$ cat config.mk
export PLATFORM = sky130hd
export DESIGN_NAME = mips_pipe_reg_flat
export DESIGN_NICKNAME = d
export VERILOG_FILES = /design/src/rtl/mips_pkg.sv /design/src/rtl/mips_pipe_reg_if.sv /design/src/rtl/mips_pipe_stage.sv /design/src/rtl/mips_pipe_reg.sv /design/src/flat_wrapper.sv
export SDC_FILE = /design/constraint.sdc
export NUM_CORES = 1
export LEC_CHECK = 0
export BUFFER_PORTS_ARGS = -buffer_cell sky130_fd_sc_hd__buf_2
export CAP_MARGIN = 20
export CORE_ASPECT_RATIO = 0.5
export CORE_MARGIN = 1
export CORE_UTILIZATION = 41
export CTS_CLUSTER_SIZE = 16
export DETAILED_ROUTE_END_ITERATION = 6
export PLACE_DENSITY = 0.76
export SETUP_SLACK_MARGIN = 0.05
export SLEW_MARGIN = 15
export SYNTH_ARGS = -nofsm -noshare
export SYNTH_HDL_FRONTEND = slang
export SYNTH_HIERARCHICAL = 1
export SYNTH_SLANG_ARGS = --single-unit
$ cat constraint.sdc
create_clock -name clk -period 0.8 [get_ports clk]
set_input_delay 0.12 -clock clk [delete_from_list [all_inputs] [get_ports clk]]
set_output_delay 0.12 -clock clk [all_outputs]
set_load 0.02 [all_outputs]
$ cat src/rtl/mips_pkg.sv
// Shared MIPS pipeline definitions: control bit layout, bubble encoding and
// per-boundary data widths used when instantiating mips_pipe_reg.
package mips_pkg;

  localparam int CTRL_W_DEFAULT = 8;

  localparam int CTRL_REGWRITE  = 0;
  localparam int CTRL_MEMREAD   = 1;
  localparam int CTRL_MEMWRITE  = 2;
  localparam int CTRL_ALUOP_LSB = 3;
  localparam int CTRL_ALUOP_MSB = 4;

  // All write/read enables low: a bubble can never modify architectural state
  localparam logic [CTRL_W_DEFAULT-1:0] CTRL_NOP_DEFAULT = '0;

  localparam int IFID_DATA_W  = 64;
  localparam int IDEX_DATA_W  = 96;
  localparam int EXMEM_DATA_W = 72;
  localparam int MEMWB_DATA_W = 69;

  typedef enum logic [1:0] {
    BND_IFID,
    BND_IDEX,
    BND_EXMEM,
    BND_MEMWB
  } pipe_boundary_e;

  function automatic int boundary_data_w(pipe_boundary_e bnd);
    case (bnd)
      BND_IFID:  return IFID_DATA_W;
      BND_IDEX:  return IDEX_DATA_W;
      BND_EXMEM: return EXMEM_DATA_W;
      default:   return MEMWB_DATA_W;
    endcase
  endfunction

endpackage

$ cat src/rtl/mips_pipe_reg_if.sv
// Stage-boundary bus: hazard controls and incoming instruction from the
// producer side, registered instruction and occupancy back out.
interface mips_pipe_reg_if #(
  parameter int CTRL_W = mips_pkg::CTRL_W_DEFAULT,
  parameter int DATA_W = mips_pkg::IDEX_DATA_W,
  parameter int DEPTH  = 1
);
  import mips_pkg::*;

  localparam int OCC_W = $clog2(DEPTH + 1);

  logic              stall;
  logic              flush;
  logic              in_valid;
  logic [CTRL_W-1:0] in_ctrl;
  logic [DATA_W-1:0] in_data;
  logic              out_valid;
  logic [CTRL_W-1:0] out_ctrl;
  logic [DATA_W-1:0] out_data;
  logic [OCC_W-1:0]  occupancy;

  modport master (
    output stall, flush, in_valid, in_ctrl, in_data,
    input  out_valid, out_ctrl, out_data, occupancy
  );

  modport slave (
    input  stall, flush, in_valid, in_ctrl, in_data,
    output out_valid, out_ctrl, out_data, occupancy
  );

endinterface

$ cat src/rtl/mips_pipe_stage.sv
// One pipeline register stage; clear turns it into a bubble, and a bubble
// always carries the NOP control encoding.
module mips_pipe_stage import mips_pkg::*; #(
  parameter int                CTRL_W   = CTRL_W_DEFAULT,
  parameter int                DATA_W   = IDEX_DATA_W,
  parameter logic [CTRL_W-1:0] CTRL_NOP = CTRL_W'(CTRL_NOP_DEFAULT)
) (
  input  logic              clk,
  input  logic              rst_n,
  input  logic              load,
  input  logic              clear,
  input  logic              d_valid,
  input  logic [CTRL_W-1:0] d_ctrl,
  input  logic [DATA_W-1:0] d_data,
  output logic              q_valid,
  output logic [CTRL_W-1:0] q_ctrl,
  output logic [DATA_W-1:0] q_data
);

  // Clear beats load; data is left alone on clear since a bubble's data is dead
  always_ff @(posedge clk or negedge rst_n) begin
    if (!rst_n) begin
      q_valid <= 1'b0;
      q_ctrl  <= CTRL_NOP;
      q_data  <= '0;
    end else if (clear) begin
      q_valid <= 1'b0;
      q_ctrl  <= CTRL_NOP;
    end else if (load) begin
      q_valid <= d_valid;
      q_ctrl  <= d_valid ? d_ctrl : CTRL_NOP;
      q_data  <= d_data;
    end
  end

endmodule

$ cat src/rtl/mips_pipe_reg.sv
// Inter-stage pipeline register of DEPTH chained stages with stall, flush
// and a registered count of in-flight valid instructions.
module mips_pipe_reg import mips_pkg::*; #(
  parameter int                CTRL_W   = CTRL_W_DEFAULT,
  parameter int                DATA_W   = IDEX_DATA_W,
  parameter int                DEPTH    = 1,
  parameter logic [CTRL_W-1:0] CTRL_NOP = CTRL_W'(CTRL_NOP_DEFAULT)
) (
  input logic            clk,
  input logic            rst_n,
  mips_pipe_reg_if.slave bus
);

  localparam int OCC_W = $clog2(DEPTH + 1);

  if (DEPTH < 1 || DEPTH > 4) begin : g_bad_depth
    $error("mips_pipe_reg: DEPTH must be in 1..4");
  end

  logic [DEPTH-1:0]  stage_valid;
  logic [CTRL_W-1:0] stage_ctrl [DEPTH];
  logic [DATA_W-1:0] stage_data [DEPTH];
  logic [DEPTH-1:0]  adv_valid;
  logic [OCC_W-1:0]  occ_next;
  logic [OCC_W-1:0]  occ_q;

  for (genvar g = 0; g < DEPTH; g++) begin : g_stage
    if (g == 0) begin : g_head
      mips_pipe_stage #(.CTRL_W(CTRL_W), .DATA_W(DATA_W), .CTRL_NOP(CTRL_NOP)) u_stage (
        .clk     (clk),
        .rst_n   (rst_n),
        .load    (!bus.stall),
        .clear   (bus.flush),
        .d_valid (bus.in_valid),
        .d_ctrl  (bus.in_ctrl),
        .d_data  (bus.in_data),
        .q_valid (stage_valid[g]),
        .q_ctrl  (stage_ctrl[g]),
        .q_data  (stage_data[g])
      );
    end else begin : g_body
      mips_pipe_stage #(.CTRL_W(CTRL_W), .DATA_W(DATA_W), .CTRL_NOP(CTRL_NOP)) u_stage (
        .clk     (clk),
        .rst_n   (rst_n),
        .load    (!bus.stall),
        .clear   (bus.flush),
        .d_valid (stage_valid[g-1]),
        .d_ctrl  (stage_ctrl[g-1]),
        .d_data  (stage_data[g-1]),
        .q_valid (stage_valid[g]),
        .q_ctrl  (stage_ctrl[g]),
        .q_data  (stage_data[g])
      );
    end
  end

  // Valid bits the stages would hold after an advancing edge
  assign adv_valid = DEPTH'({stage_valid, bus.in_valid});

  always_comb begin
    occ_next = '0;
    for (int k = 0; k < DEPTH; k++) begin
      occ_next = occ_next + OCC_W'(adv_valid[k]);
    end
  end

  always_ff @(posedge clk or negedge rst_n) begin
    if (!rst_n) begin
      occ_q <= '0;
    end else if (bus.flush) begin
      occ_q <= '0;
    end else if (!bus.stall) begin
      occ_q <= occ_next;
    end
  end

  assign bus.out_valid = stage_valid[DEPTH-1];
  assign bus.out_ctrl  = stage_valid[DEPTH-1] ? stage_ctrl[DEPTH-1] : CTRL_NOP;
  assign bus.out_data  = stage_data[DEPTH-1];
  assign bus.occupancy = occ_q;

endmodule

$ cat src/flat_wrapper.sv
// flat-port wrapper written by rule: the top's interface ports become plain ports
module mips_pipe_reg_flat import mips_pkg::*;
#(
  parameter int                CTRL_W   = CTRL_W_DEFAULT,
  parameter int                DATA_W   = IDEX_DATA_W,
  parameter int                DEPTH    = 1,
  parameter logic [CTRL_W-1:0] CTRL_NOP = CTRL_W'(CTRL_NOP_DEFAULT)
)
  (clk, rst_n, bus_stall, bus_flush, bus_in_valid, bus_in_ctrl, bus_in_data, bus_out_valid, bus_out_ctrl, bus_out_data, bus_occupancy);
  mips_pipe_reg_if #(.CTRL_W(CTRL_W), .DATA_W(DATA_W), .DEPTH(DEPTH)) bus_i ();
  input logic clk;
  input logic rst_n;
  input wire logic [$bits(bus_i.stall)-1:0] bus_stall;
  input wire logic [$bits(bus_i.flush)-1:0] bus_flush;
  input wire logic [$bits(bus_i.in_valid)-1:0] bus_in_valid;
  input wire logic [$bits(bus_i.in_ctrl)-1:0] bus_in_ctrl;
  input wire logic [$bits(bus_i.in_data)-1:0] bus_in_data;
  output wire logic [$bits(bus_i.out_valid)-1:0] bus_out_valid;
  output wire logic [$bits(bus_i.out_ctrl)-1:0] bus_out_ctrl;
  output wire logic [$bits(bus_i.out_data)-1:0] bus_out_data;
  output wire logic [$bits(bus_i.occupancy)-1:0] bus_occupancy;
  assign bus_i.stall = bus_stall;
  assign bus_i.flush = bus_flush;
  assign bus_i.in_valid = bus_in_valid;
  assign bus_i.in_ctrl = bus_in_ctrl;
  assign bus_i.in_data = bus_in_data;
  assign bus_out_valid = bus_i.out_valid;
  assign bus_out_ctrl = bus_i.out_ctrl;
  assign bus_out_data = bus_i.out_data;
  assign bus_occupancy = bus_i.occupancy;
  mips_pipe_reg #(.CTRL_W(CTRL_W), .DATA_W(DATA_W), .DEPTH(DEPTH), .CTRL_NOP(CTRL_NOP)) u_core (.clk(clk), .rst_n(rst_n), .bus(bus_i));
endmodule
# == After elaboration in Yosys (flattened, before gate mapping) ==
# Cells that the tools add are included.
# word_totals
output_inout_bits,106
reg_bits,105
input_bits,109
wordCells,13
# classes
n_eq_ne,1
muxes,6
bitwise,2
n_reduce_logical,1
# op_table
operator,n
two-way mux 8 bit,4
two-way mux 1 bit,2
"!= test 2 x 1 -> 1 bit, second input constant",1
inverter 1 bit,2
AND reduction 2 bit,1

# == Depth between registers and ports, before layout ==
# Gate-level depths: netlist of run 1.
# logic_depth
word_depth,3
ltp_mapped,6
ltp_nobuf,3

# == Modules after synthesis ==
# The synthesis of run 1 kept the hierarchy.
# by_module_without_submodules
mod,n_inst,area_per_inst_um2,seq_area_each_um2,cells_per_inst
mips_pipe_stage,1,4090.2,2627.5,229
mips_pipe_reg,1,92.6,25.0,12

# == Worst setup path after synthesis of run 1 ==
# No wires, ideal clock.
# synth_path
kind,input port to flip-flop
start,in bus_stall
end,reg u_core.g_stage[0].g_head.u_stage.q_data[55]
path_buffers,3
required_ns,0.675
setup_time_ns,0.125
setup_slack_ns,-0.367
t_arrival_ns,1.042
cell_stages,6
cell_sequence,inv_1 > nor2b_1 > buf_6 > buf_6 > buf_8 > mux2_4
# synth_between
elab_chain_cells,2
# synth_rtl
item,line_no,source
start: declaration,flat_wrapper.sv:13,input wire logic [$bits(bus_i.stall)-1:0] bus_stall;
inverter 1 bit (no source line),-,
AND reduction 2 bit (no source line),-,
end signal: assignment,mips_pipe_stage.sv:32,q_data <= d_data;
end: declaration,mips_pipe_stage.sv:17,output logic [DATA_W-1:0] q_data
# No other way between the ends.
# A chain may end at the register's enable or synchronous reset.

# == Worst setup path after layout of run 1 ==
# layout_path
start,reg u_core.g_stage[0].g_head.u_stage.q_valid
end,out bus_out_ctrl[2]
# layout_between
elab_chain_cells,1
# layout_rtl
item,line_no,source
start: declaration,mips_pipe_stage.sv:15,"output logic q_valid,"
start signal: assignment,mips_pipe_stage.sv:30,q_valid <= d_valid;
two-way mux 8 bit,mips_pipe_reg.sv:78,assign bus.out_ctrl = stage_valid[DEPTH-1] ? stage_ctrl[DEPTH-1] : CTRL_NOP;
end: declaration,flat_wrapper.sv:19,output wire logic [$bits(bus_i.out_ctrl)-1:0] bus_out_ctrl;
# No other way between the ends.

==> results.md, run 1 <==
* Vias at approximately 3,500
* Worst min-delay path category: primary input to register
* Mean routed wirelength per cell at ~22 um
* Terminus of the critical flop-to-flop path: u_core/g_stage[0].g_head.u_stage/q_data[43]
* CP Max Fanout at 10
* Synthesized area at approximately 4200 um2
* Hold endpoint: u_core/g_stage[0].g_head.u_stage/q_data[93]
* GRT Util Overall at between 20% and 30%
* CP arrival at 1.16 ns
* Hpwl dp at ~7000 um
* Min Tclk post-route at ~1.3 ns
* Core area at approximately 9700 um2
* Reg2reg start: u_core/g_stage[0].g_head.u_stage/q_data[43]
* Initial Utilization at a little over two fifths
* Outcome: complete, but fails checks
* Max stage delay on crit path at 0.49 ns
* Post-DR vias/cell at between 4 and 5
* Nets at ~670
* Largest net degree at the start of global routing at 30
* Crit-path cells: and2_4 > buf_4
* Busiest grt layer: met2
* Worst setup margin at -0.4756 ns
* Hold Buf Count CTS at 1
* CP Capture Type: primary output
* Place WS at -0.5602 ns
* Clk_lat worst skew at ~0.34 ns
* Filler Cell Count at slightly above 400
* Initial DRC Count at 195
* Final cell count without fillers at between 600 and 700
* Max-slew headroom at 77.05%
* Fin. max-slew vios at 0
* Final setup violation count at ~200
* WHS Path Cells at 2
* Clk root buf: clkbuf_16
* Clk_skew at 0 ns
* Failing checks: negative setup slack
* Share of cells above drive strength 1 at 78.65%
* Final period util at 159.5%
* Clk sinks at between 100 and 150
* First-pass GRT wire length at 19,900 um
* Initial antenna violation count at 1
* H-tree levels at 3
* # Max-Cap Violations at 0
* Number of distinct library cells after synthesis at 16
* Reg2Reg Setup Slack at -0.14 ns
* Die area at about 11,000 um2
* Number of global-route vias before repair at ~3,700
* Io pins at 215
* ANT nets after route at 0
* Grt ovf at 0
* Max Root-Sink Buffers at 2
* Global Route met2 Usage at 48.88%
* CTS tree: done
* Syn_nets at 350
* Fmax at slightly below 800 MHz
* Final Hold Violating Endpoints at 0
* Drc violations at 0
* Met3 GRT Util at ~4.9%
* Die X at between 100 and 150 um
* Met1 usage at roughly 28%
* Gpl congestion at 0.7867
* CP Launch Type: register
* Worst Path Required at between 0.6 and 0.7 ns
* Slowest CP cell: dfrtp_2
* Seq/Total Area, Yosys at 63.42%
* CTS buffer count at 9
* PwrDens at about 2300 nW/um2
* Leak pwr at about 4.0 nW
* Port Buffers at around 210
* Area grow syn2layout at 86.48%
* Worst Tran Pin Value at 0.3427 ns
* Worst hold start: bus_in_data[93]
* Kind of critical path: register to primary output
* #FFs+latches synth at ~110
* Placed Cells at 591
* YS warnings at 6
* Crit-path leading delay family: flip-flops
* Avg Cell Area, Syn at approximately 17 um2
* Floorplan row count at 25
* Die height at ~73 um
* Max IR drop VDD at between 1 and 1.5 mV
* RSZ-0062 raised after global routing: yes
* Crit path buf inv count at 1
* WL final at roughly 15,000 um
* Syn Inst Count at around 240
* Clock-pin slew on the worst setup and hold paths at around 0.070 ns
* 1st-pass router iterations at 4
* R2R cell count at 2
## metrics by stage
step	hold WS, ns	power, W	setup TNS (ns)	instance area [um2]	utilization [%]
after floorplan	-0.1756	0.008545	-23.71	4228	-
after global placement	0.009813	0.009833	-50.08	5532	57.23
after detailed placement	0.01056	0.009939	-52.55	5532	57.23
after CTS	-0.002136	0.01699	-32.83	7443	77.01
after global routing	-0.001518	0.01836	-38.79	7800	80.70
final	0.003133	0.01779	-35.43	7800	80.70
## worst max-delay path by stage
stage,start,end,cells past startpoint
6_report,u_core/g_stage[0].g_head.u_stage/q_valid,bus_out_ctrl[2],2
5_1_grt,u_core/g_stage[0].g_head.u_stage/q_valid,bus_out_ctrl[2],2
2_1_floorplan,bus_stall,u_core/g_stage[0].g_head.u_stage/q_data[55],6
3_3_place_gp,bus_stall,u_core/g_stage[0].g_head.u_stage/q_data[24],5
4_1_cts,u_core/g_stage[0].g_head.u_stage/q_valid,bus_out_ctrl[3],2
3_5_place_dp,bus_stall,u_core/g_stage[0].g_head.u_stage/q_data[12],5
## power breakdown
group / internal [W] / total (W) / switching [W]
clock network: 0.00316 / 0.00517 / 0.00201
logic: 0.00358 / 0.00584 / 0.00227
registers: 0.00610 / 0.00678 / 0.000676
## synth_stat cells
cell | count | area [um2]
dfrtp_1 | 106 | 2653
mux2_2 | 56 | 630.6
mux2_4 | 40 | 600.6
and2_1 | 8 | 50.05
a32o_1 | 7 | 70.07
buf_2 | 5 | 25.02
buf_8 | 4 | 60.06
nor2_1 | 3 | 11.26
buf_6 | 2 | 22.52
clkbuf_1 | 2 | 7.510
mux2i_1 | 2 | 20.02
nor2b_1 | 2 | 12.51
a21oi_1 | 1 | 5.000
inv_1 | 1 | 3.750
nand2b_1 | 1 | 6.260
nand3_1 | 1 | 5.000
## registers in the layout, indices dropped and copies added, names as in the netlist
name                                   cells
u_core/g_stage.g_head.u_stage/q_data      96
u_core/bus.occupancy                       1
u_core/g_stage.g_head.u_stage/q_ctrl       8
u_core/g_stage.g_head.u_stage/q_valid      1
## cells by family after synthesis
group	synth area share (%)
flops	63.42
mux	29.91
compound gates	1.795
simple gates	2.034
buf+inv	2.842
## cells in the final DEF (no fill, tap or decap), types with 2 or more instances in the layout
| cell | count |
|---|---|
| buf_8 | 2 |
| and2_4 | 8 |
| buf_16 | 6 |
| buf_12 | 13 |
| buf_6 | 142 |
| buf_2 | 107 |
| bufinv_16 | 3 |
| a32o_1 | 7 |
| mux2_4 | 96 |
| buf_4 | 47 |
| mux2i_1 | 2 |
| nor2_1 | 2 |
| clkbuf_16 | 9 |
| dfrtp_1 | 105 |
## worst reg2reg max path, cell delays in order (launching register included)
cell,delay (ns)
dfrtp_1,0.43
buf_6,0.14
mux2_4,0.26
## what timing repair did
item / CTS / global route
pin swaps: 0 / 0
buffers inserted: 40 / 45
endpoints found under the setup margin: 210 / 211
hold endpoints to repair: 112 / 2
cloned: 11 / 0
resized for setup: 290 / 43
## layout make-up
cell class,count,area (um2),area share (%)
tap,135,168.9,2.166
clock buffer,10,239.0,3.064
inverter,1,16.27,0.2085
timing repair buffer,318,2953,37.86
antenna,1,2.502,0.03208
multi-input combinational,121,1654,21.21
sequential,106,2654,34.02
clock inverter,6,112.6,1.444
## per-layer routing
metal	vias to the layer above	part of all wire, %
met5	-	0
met4	0	3.9
met3	52	4.4
met2	161	55
met1	1762	37
li1	1482	-
Note: power is estimated with default switching activity, not from simulation.
==> run 2: changes to the inputs <==
--- a/config.mk
+++ b/config.mk
@@ -12,8 +12,9 @@
 export CORE_UTILIZATION = 41
 export CTS_CLUSTER_SIZE = 16
 export DETAILED_ROUTE_END_ITERATION = 6
-export PLACE_DENSITY = 0.76
+export PLACE_DENSITY = 0.84
 export SETUP_SLACK_MARGIN = 0.05
+export SKIP_CTS_REPAIR_TIMING = 1
 export SLEW_MARGIN = 15
 export SYNTH_ARGS = -nofsm -noshare
 export SYNTH_HDL_FRONTEND = slang
==> run 2 against run 1 <==
  * The flow still finishes with violations (negative setup slack)
  * Setup slack better by 0.0022 ns
  * Register-to-register slack about the same
  * Count of clock-buffer cells in the layout is 1 higher
  * Sequential share of layout area grew 2.2 points
  * Combinational power shrank 11%
  * Routed wire length down 9.6%
  * Clock skew did not move
  * Clock power down 8.9%
  * Via count fell by 6.6%
  * Critical path depth increased by 1
  * Sequential power down 0.6%
  * Utilization down 4.8 points
  * Largest cell class is now registers
==> results.md, run 2 (synthesis results as in run 1) <==
* WL final at 13,580 um (-9.6%)
* Floorplan row count at 25 (unchanged)
* Cell mode on critical path: buf_6
* Min Tclk post-route at 1.273 ns (-0.002181 ns)
* Die area at 10,630 um2 (unchanged)
* Share of cells above drive strength 1 at 76.45% (-2.2 points)
* CP Max Fanout at 5 (-5)
* Fin. max-slew vios at 0 (unchanged)
* Final Hold Violating Endpoints at 0 (unchanged)
* Clock-pin slew on the worst setup and hold paths at 0.08 ns (about the same)
* R2R cell count at 2 (unchanged)
* Initial DRC Count at 123 (-37%)
* PwrDens at 2268 nW/um2 (-0.56%)
* Largest register FFs at 96 (unchanged)
* Leak pwr at 3.695 nW (-6.7%)
* Gpl congestion at 0.7634 (-3.0%)
* Post-DR vias/cell at 4.943 (-0.19%)
* Commonest non-fill, non-tap cells in the layout: buf_6, buf_2, dfrtp_1
* Final Core Density at 75.90% (-4.8 points)
* Hold WS at 0.005383 ns (+0.002250 ns)
* Max stage delay on crit path at 0.42 ns (-0.07 ns)
* Kind of critical path: register to primary output
* Io pins at 215 (unchanged)
* GRT Util Overall at 17.81% (-7.6 points)
* Hpwl dp at 7391 um (+4.2%)
* Final period util at 159.2% (-0.27 points)
* H-tree levels at 3 (unchanged)
* Grt ovf at 0 (unchanged)
* Worst min-delay path category: primary input to register
* Worst Path Required at 0.68 ns (about the same)
* First-pass GRT wire length at 14,310 um (-28%)
* ANT nets after route at 0 (unchanged)
* 1st-pass router iterations at 4 (unchanged)
* Initial Utilization at 43.28% (unchanged)
* Number of global-route vias before repair at 2,945 (-20%)
* Max IR drop VDD at 1.340 mV (-0.93%)
* Slowest CP cell: dfrtp_2
* Port Buffers at 214 (unchanged)
* Fmax at 785.3 MHz (+0.17%)
* # Max-Cap Violations at 0 (unchanged)
* Clk root buf: clkbuf_16
* Max-slew headroom at 77.81% (+0.76 points)
* Worst Tran Pin Value at 0.3325 ns (-0.01023 ns)
* Mean routed wirelength per cell at 20.80 um (-3.3%)
* Clk_lat worst skew at 0.33 ns (about the same)
* CTS buffer count at 9 (unchanged)
* Clk_skew at 0 ns (unchanged)
* Die X at 144.8 um (unchanged)
* Die height at 73.42 um (unchanged)
* Largest net degree at the start of global routing at 41 (+37%)
* Sw frac at 28.24% (+0.38 points)
* Place WS at -0.5151 ns (+0.04513 ns)
* CP Launch Type: register
* Final setup violation count at 203 (-0.49%)
* CP Capture Type: primary output
* Vias at 3,228 (-6.6%)
* Drc violations at 0 (unchanged)
* Area grow syn2layout at 75.38%
* Reg2reg start: u_core/g_stage[0].g_head.u_stage/q_data[74]
* Hold endpoint: u_core/g_stage[0].g_head.u_stage/q_data[71]
* Worst setup margin at -0.4735 ns (+0.002181 ns)
* Reg area at 2654 um2 (unchanged)
* Reg2Reg Setup Slack at -0.15 ns (about the same)
* CTS tree: done
* N_diodes at 0 (-1)
* P_sw at 0.004698 W (-5.2%)
* Clk sinks at 106 (unchanged)
* Reg power frac at 40.5% (+2.4 points)
* Proportion of power drawn by combinational gates at 31.2% (-1.6 points)
* CP arrival at 1.15 ns (about the same)
* Multi-input logic area at 1654 um2 (unchanged)
* Most common cell after layout, fill and taps aside: buf_6
* Outcome: complete, but fails checks
* Initial antenna violation count at 0 (-1)
* Core area at 9666 um2 (unchanged)
* Worst hold start: bus_in_data[71]
* Top Registers: u_core/g_stage.g_head.u_stage/q_data x96, u_core/g_stage.g_head.u_stage/q_ctrl x8
* Filler Cell Count at 509 (+23%)
* Largest Register: u_core/g_stage.g_head.u_stage/q_data
* Terminus of the critical flop-to-flop path: u_core/g_stage[0].g_head.u_stage/q_data[74]
* Clock Power Share at 28.3% (-0.8 points)
* RSZ-0062 raised after global routing: yes
* Failing checks: negative setup slack
* Max Root-Sink Buffers at 2 (unchanged)
* WHS Path Cells at 2 (unchanged)
* Internal power at 0.01194 W (-7.0%)
* Crit-path cells: buf_6 > and2_4 > buf_6
* Nets at 622 (-6.6%)
## run 2: cell types whose count changed in the layout (fill, tap and decap cells not counted), moves of 2 or more
| cell | delta |
|---|---|
| buf_12 | -4 |
| clkbuf_1 | +2 |
| buf_4 | -25 |
| buf_16 | -5 |
| clkbuf_16 | +6 |
| buf_6 | -17 |
| buf_8 | +2 |
## run 2: power by group through the flow
stage               clock network (W)  registers, W  logic, W
global route                  0.00501       0.00681   0.00540
floorplan                           0       0.00748   0.00107
global placement                    0       0.00655   0.00333
detailed placement                  0       0.00658   0.00341
finish                        0.00471       0.00674   0.00519
CTS                           0.00476       0.00650   0.00341
## run 2: layer usage
| layer | up-vias | share of wire, % | GRT usage [%] | wire [um] |
|---|---|---|---|---|
| li1 | 1390 | - | - | - |
| met4 | 0 | 3.5 | 6.316 | 479 |
| met5 | - | 0 | 0 | 0 |
| met2 | 126 | 55 | 33.28 | 7441 |
| met1 | 1668 | 38 | 19.64 | 5156 |
| met3 | 44 | 3.7 | 4.954 | 507 |
## run 2: worst max path at each step
stage | start | end | slack (ns) | depth (start not counted)
2_1_floorplan | bus_stall | u_core/g_stage[0].g_head.u_stage/q_data[55] | -0.28 | 6
6_report | u_core/g_stage[0].g_head.u_stage/q_valid | bus_out_ctrl[6] | -0.47 | 3
5_1_grt | u_core/g_stage[0].g_head.u_stage/q_valid | bus_out_ctrl[6] | -0.50 | 3
4_1_cts | u_core/g_stage[0].g_head.u_stage/q_valid | bus_out_ctrl[2] | -0.46 | 2
3_3_place_gp | bus_stall | u_core/g_stage[0].g_head.u_stage/q_data[92] | -0.48 | 6
3_5_place_dp | bus_stall | u_core/g_stage[0].g_head.u_stage/q_data[82] | -0.52 | 6
## run 2: final cells by class
class                   count  share of cell area, %
clock buffers              11                  3.172
clock inverters             5                  1.075
well taps                 135                  2.303
repair buffers            274                  34.50
multi-input cells         121                  22.55
inverters                   1                 0.2217
flip-flops and latches    106                  36.18
## run 2: stage by stage
stage | cells | area, um2 | setup TNS [ns] | total power (W)
after floorplan | 241 | 4228 | -23.71 | 0.008545
after global placement | 598 | 5622 | -45.66 | 0.009881
after detailed placement | 598 | 5622 | -47.37 | 0.009990
after CTS | 614 | 5933 | -34.41 | 0.01467
after global routing | 653 | 7336 | -36.67 | 0.01722
final | 653 | 7336 | -32.64 | 0.01664
## run 2: critical path: cells and delay by family, from the launching register on
kind / cells / cell delay (ns)
buffers and inverters: 2 / 0.25
DFF: 1 / 0.42
and+or+nand+nor: 1 / 0.14
==> run 3: changes to the inputs <==
--- a/config.mk
+++ b/config.mk
@@ -7,9 +7,11 @@
 export LEC_CHECK = 0
 export BUFFER_PORTS_ARGS = -buffer_cell sky130_fd_sc_hd__buf_2
 export CAP_MARGIN = 20
+export CELL_PAD_IN_SITES_DETAIL_PLACEMENT = 0
+export CELL_PAD_IN_SITES_GLOBAL_PLACEMENT = 1
 export CORE_ASPECT_RATIO = 0.5
 export CORE_MARGIN = 1
-export CORE_UTILIZATION = 41
+export CORE_UTILIZATION = 32
 export CTS_CLUSTER_SIZE = 16
 export DETAILED_ROUTE_END_ITERATION = 6
 export PLACE_DENSITY = 0.84
==> run 3 against run 2 <==
  * The run still ends with negative setup slack left
  * Critical path depth is the same
  * Register-to-register slack improved by 0.02 ns
  * Clock skew stayed put
  * Utilization fell by 17 points
  * Sequential cell count unchanged
  * Die area is 28% higher
  * Combinational power about the same
  * First-iteration DRC count rose by 23%
  * Sequential power fell by 0.7%
  * Critical path type unchanged
  * Largest power group unchanged
==> results.md, run 3 (synthesis results as in run 1) <==
* Worst min-delay path category: primary input to register
* Place WS at -0.5069 ns (+0.008159 ns)
* ANT nets after route at 0 (unchanged)
* Floorplan row count at 29 (+16%)
* Die height at 82.85 um (+13%)
* Fin. max-slew vios at 0 (unchanged)
* N_diodes at 0 (unchanged)
* Number of global-route vias before repair at 3,081 (+4.6%)
* Final Hold Violating Endpoints at 0 (unchanged)
* Crit-path cells: buf_6 > and2_4 > buf_6
* Commonest non-fill, non-tap cells in the layout: buf_6, buf_2, dfrtp_1
* Outcome: complete, but fails checks
* Area grow syn2layout at 77.98%
* Final period util at 159.1% (about the same)
* GRT Util Overall at 15.60% (-2.2 points)
* Worst setup margin at -0.4724 ns (+0.001008 ns)
* Largest net degree at the start of global routing at 25 (-39%)
* Top Registers: u_core/g_stage.g_head.u_stage/q_data x96, u_core/g_stage.g_head.u_stage/q_ctrl x8
* Initial antenna violation count at 0 (unchanged)
* Crit-path leading delay family: flip-flops
* Io pins at 215 (unchanged)
* Clk_skew at 0 ns (unchanged)
* Fmax at 785.9 MHz (about the same)
* Worst Path Required at 0.68 ns (about the same)
* RSZ-0062 raised after global routing: yes
* Die area at 13,560 um2 (+28%)
* Min Tclk post-route at 1.272 ns (-0.001008 ns)
* Nets at 630 (+1.3%)
* Slowest CP cell: dfrtp_2
* 1st-pass router iterations at 4 (unchanged)
* CP Capture Type: primary output
* Max stage delay on crit path at 0.41 ns (about the same)
* CP Launch Type: register
* Clock-pin slew on the worst setup and hold paths at 0.07 ns (about the same)
* Clk sinks at 106 (unchanged)
* H-tree levels at 3 (unchanged)
* Post-Layout Inst Area at 7445 um2 (+1.5%)
* Clk root buf: clkbuf_16
* Initial DRC Count at 151 (+23%)
* Share of cells above drive strength 1 at 77.14% (+0.69 points)
* First-pass GRT wire length at 16,230 um (+13%)
* Grt ovf at 0 (unchanged)
* Initial Utilization at 32.94% (-10 points)
* CP arrival at 1.15 ns (about the same)
* Max Root-Sink Buffers at 2 (unchanged)
* Hpwl dp at 7741 um (+4.7%)
* Kind of critical path: register to primary output
* Most common cell after layout, fill and taps aside: buf_6
* CP Max Fanout at 5 (unchanged)
* WL final at 12,430 um (-8.5%)
* CTS tree: done
* Mean routed wirelength per cell at 17.88 um (-14%)
* Core area at 12,700 um2 (+31%)
* Gpl congestion at 0.7531 (-1.3%)
* Hold WS at 0.003089 ns (-0.002294 ns)
* Vias at 3,096 (-4.1%)
* Drc violations at 0 (unchanged)
* Port Buffers at 214 (unchanged)
* PwrDens at 2219 nW/um2 (-2.2%)
* # Max-Cap Violations at 0 (unchanged)
* Crit path buf inv count at 2 (unchanged)
* Final setup violation count at 203 (unchanged)
* Largest register FFs at 96 (unchanged)
* Failing checks: negative setup slack
* Worst Tran Pin Value at 0.3118 ns (-0.02070 ns)
* Max-slew headroom at 79.12% (+1.3 points)
* Post-DR vias/cell at 4.455 (-9.9%)
* Max IR drop VDD at 0.9782 mV (-27%)
* Cell mode on critical path: buf_6
* Die X at 163.7 um (+13%)
* Largest Register: u_core/g_stage.g_head.u_stage/q_data
* CTS buffer count at 9 (unchanged)
* Final Core Density at 58.62% (-17 points)
* Clk_lat worst skew at 0.34 ns (about the same)
* Placed cell area at 5680 um2 (+1.0%)
* Leak pwr at 3.736 nW (+1.1%)
[run 3: cell types whose count changed in the layout (fill, tap and decap cells not counted)]
| cell | previous run | this run |
|---|---|---|
| clkbuf_16 | 15 | 17 |
| clkinv_4 | 1 | 0 |
| clkinvlp_4 | 0 | 1 |
| buf_16 | 1 | 0 |
| buf_12 | 9 | 13 |
| clkbuf_1 | 2 | 0 |
| clkinv_2 | 2 | 3 |
| buf_4 | 22 | 37 |
| buf_8 | 4 | 1 |
| buf_6 | 125 | 116 |
[run 3: area by class of cell]
| cell class | count | area (um2) |
|---|---|---|
| Fill cell | 940 | 5255 |
| Clock buffer | 9 | 225.2 |
| Multi-Input combinational cell | 121 | 1654 |
| Tap cell | 170 | 212.7 |
| Inverter | 1 | 16.27 |
| Sequential cell | 106 | 2654 |
| Timing Repair Buffer | 282 | 2600 |
| Clock inverter | 6 | 82.58 |
[run 3: final timing paths]
path                                                          endpoint  cells past startpoint                                   startpoint  slack, ns
max reg2reg                u_core/g_stage[0].g_head.u_stage/q_data[86]                      2  u_core/g_stage[0].g_head.u_stage/q_data[86]      -0.13
max                                                    bus_out_ctrl[3]                      3     u_core/g_stage[0].g_head.u_stage/q_valid      -0.47
min reg2reg                 u_core/g_stage[0].g_head.u_stage/q_ctrl[6]                      1   u_core/g_stage[0].g_head.u_stage/q_ctrl[6]       0.50
min in group asynchronous  u_core/g_stage[0].g_head.u_stage/q_data[58]                      2                                        rst_n       0.21
min                         u_core/g_stage[0].g_head.u_stage/q_data[0]                      2                               bus_in_data[0]      0.003
max in group asynchronous  u_core/g_stage[0].g_head.u_stage/q_data[45]                      3                                        rst_n       0.17
[run 3: stage by stage]
step | power, W | TNS (ns) | cells
after floorplan | 0.008545 | -23.71 | 241
after CTS | 0.01470 | -35.45 | 645
final | 0.01652 | -37.85 | 695
after global placement | 0.009921 | -45.39 | 630
after detailed placement | 0.01001 | -47.90 | 630
after global routing | 0.01715 | -42.04 | 695
[run 3: where the power goes]
| part | switching, W | leakage (nW) | internal [W] |
|---|---|---|---|
| sequential | 0.000586 | 1.26 | 0.00610 |
| clock | 0.00196 | 0.151 | 0.00271 |
| combinational | 0.00203 | 2.32 | 0.00313 |
| total | 0.00457 | 3.74 | 0.0119 |
[run 3: layer usage]
layer | global-route usage, % | vias up | share of wire (%)
met1 | 17.57 | 1596 | 39
met5 | 0 | - | 0
met4 | 6.313 | 0 | 1.8
met3 | 3.846 | 16 | 2.6
li1 | - | 1407 | -
met2 | 28.16 | 77 | 56
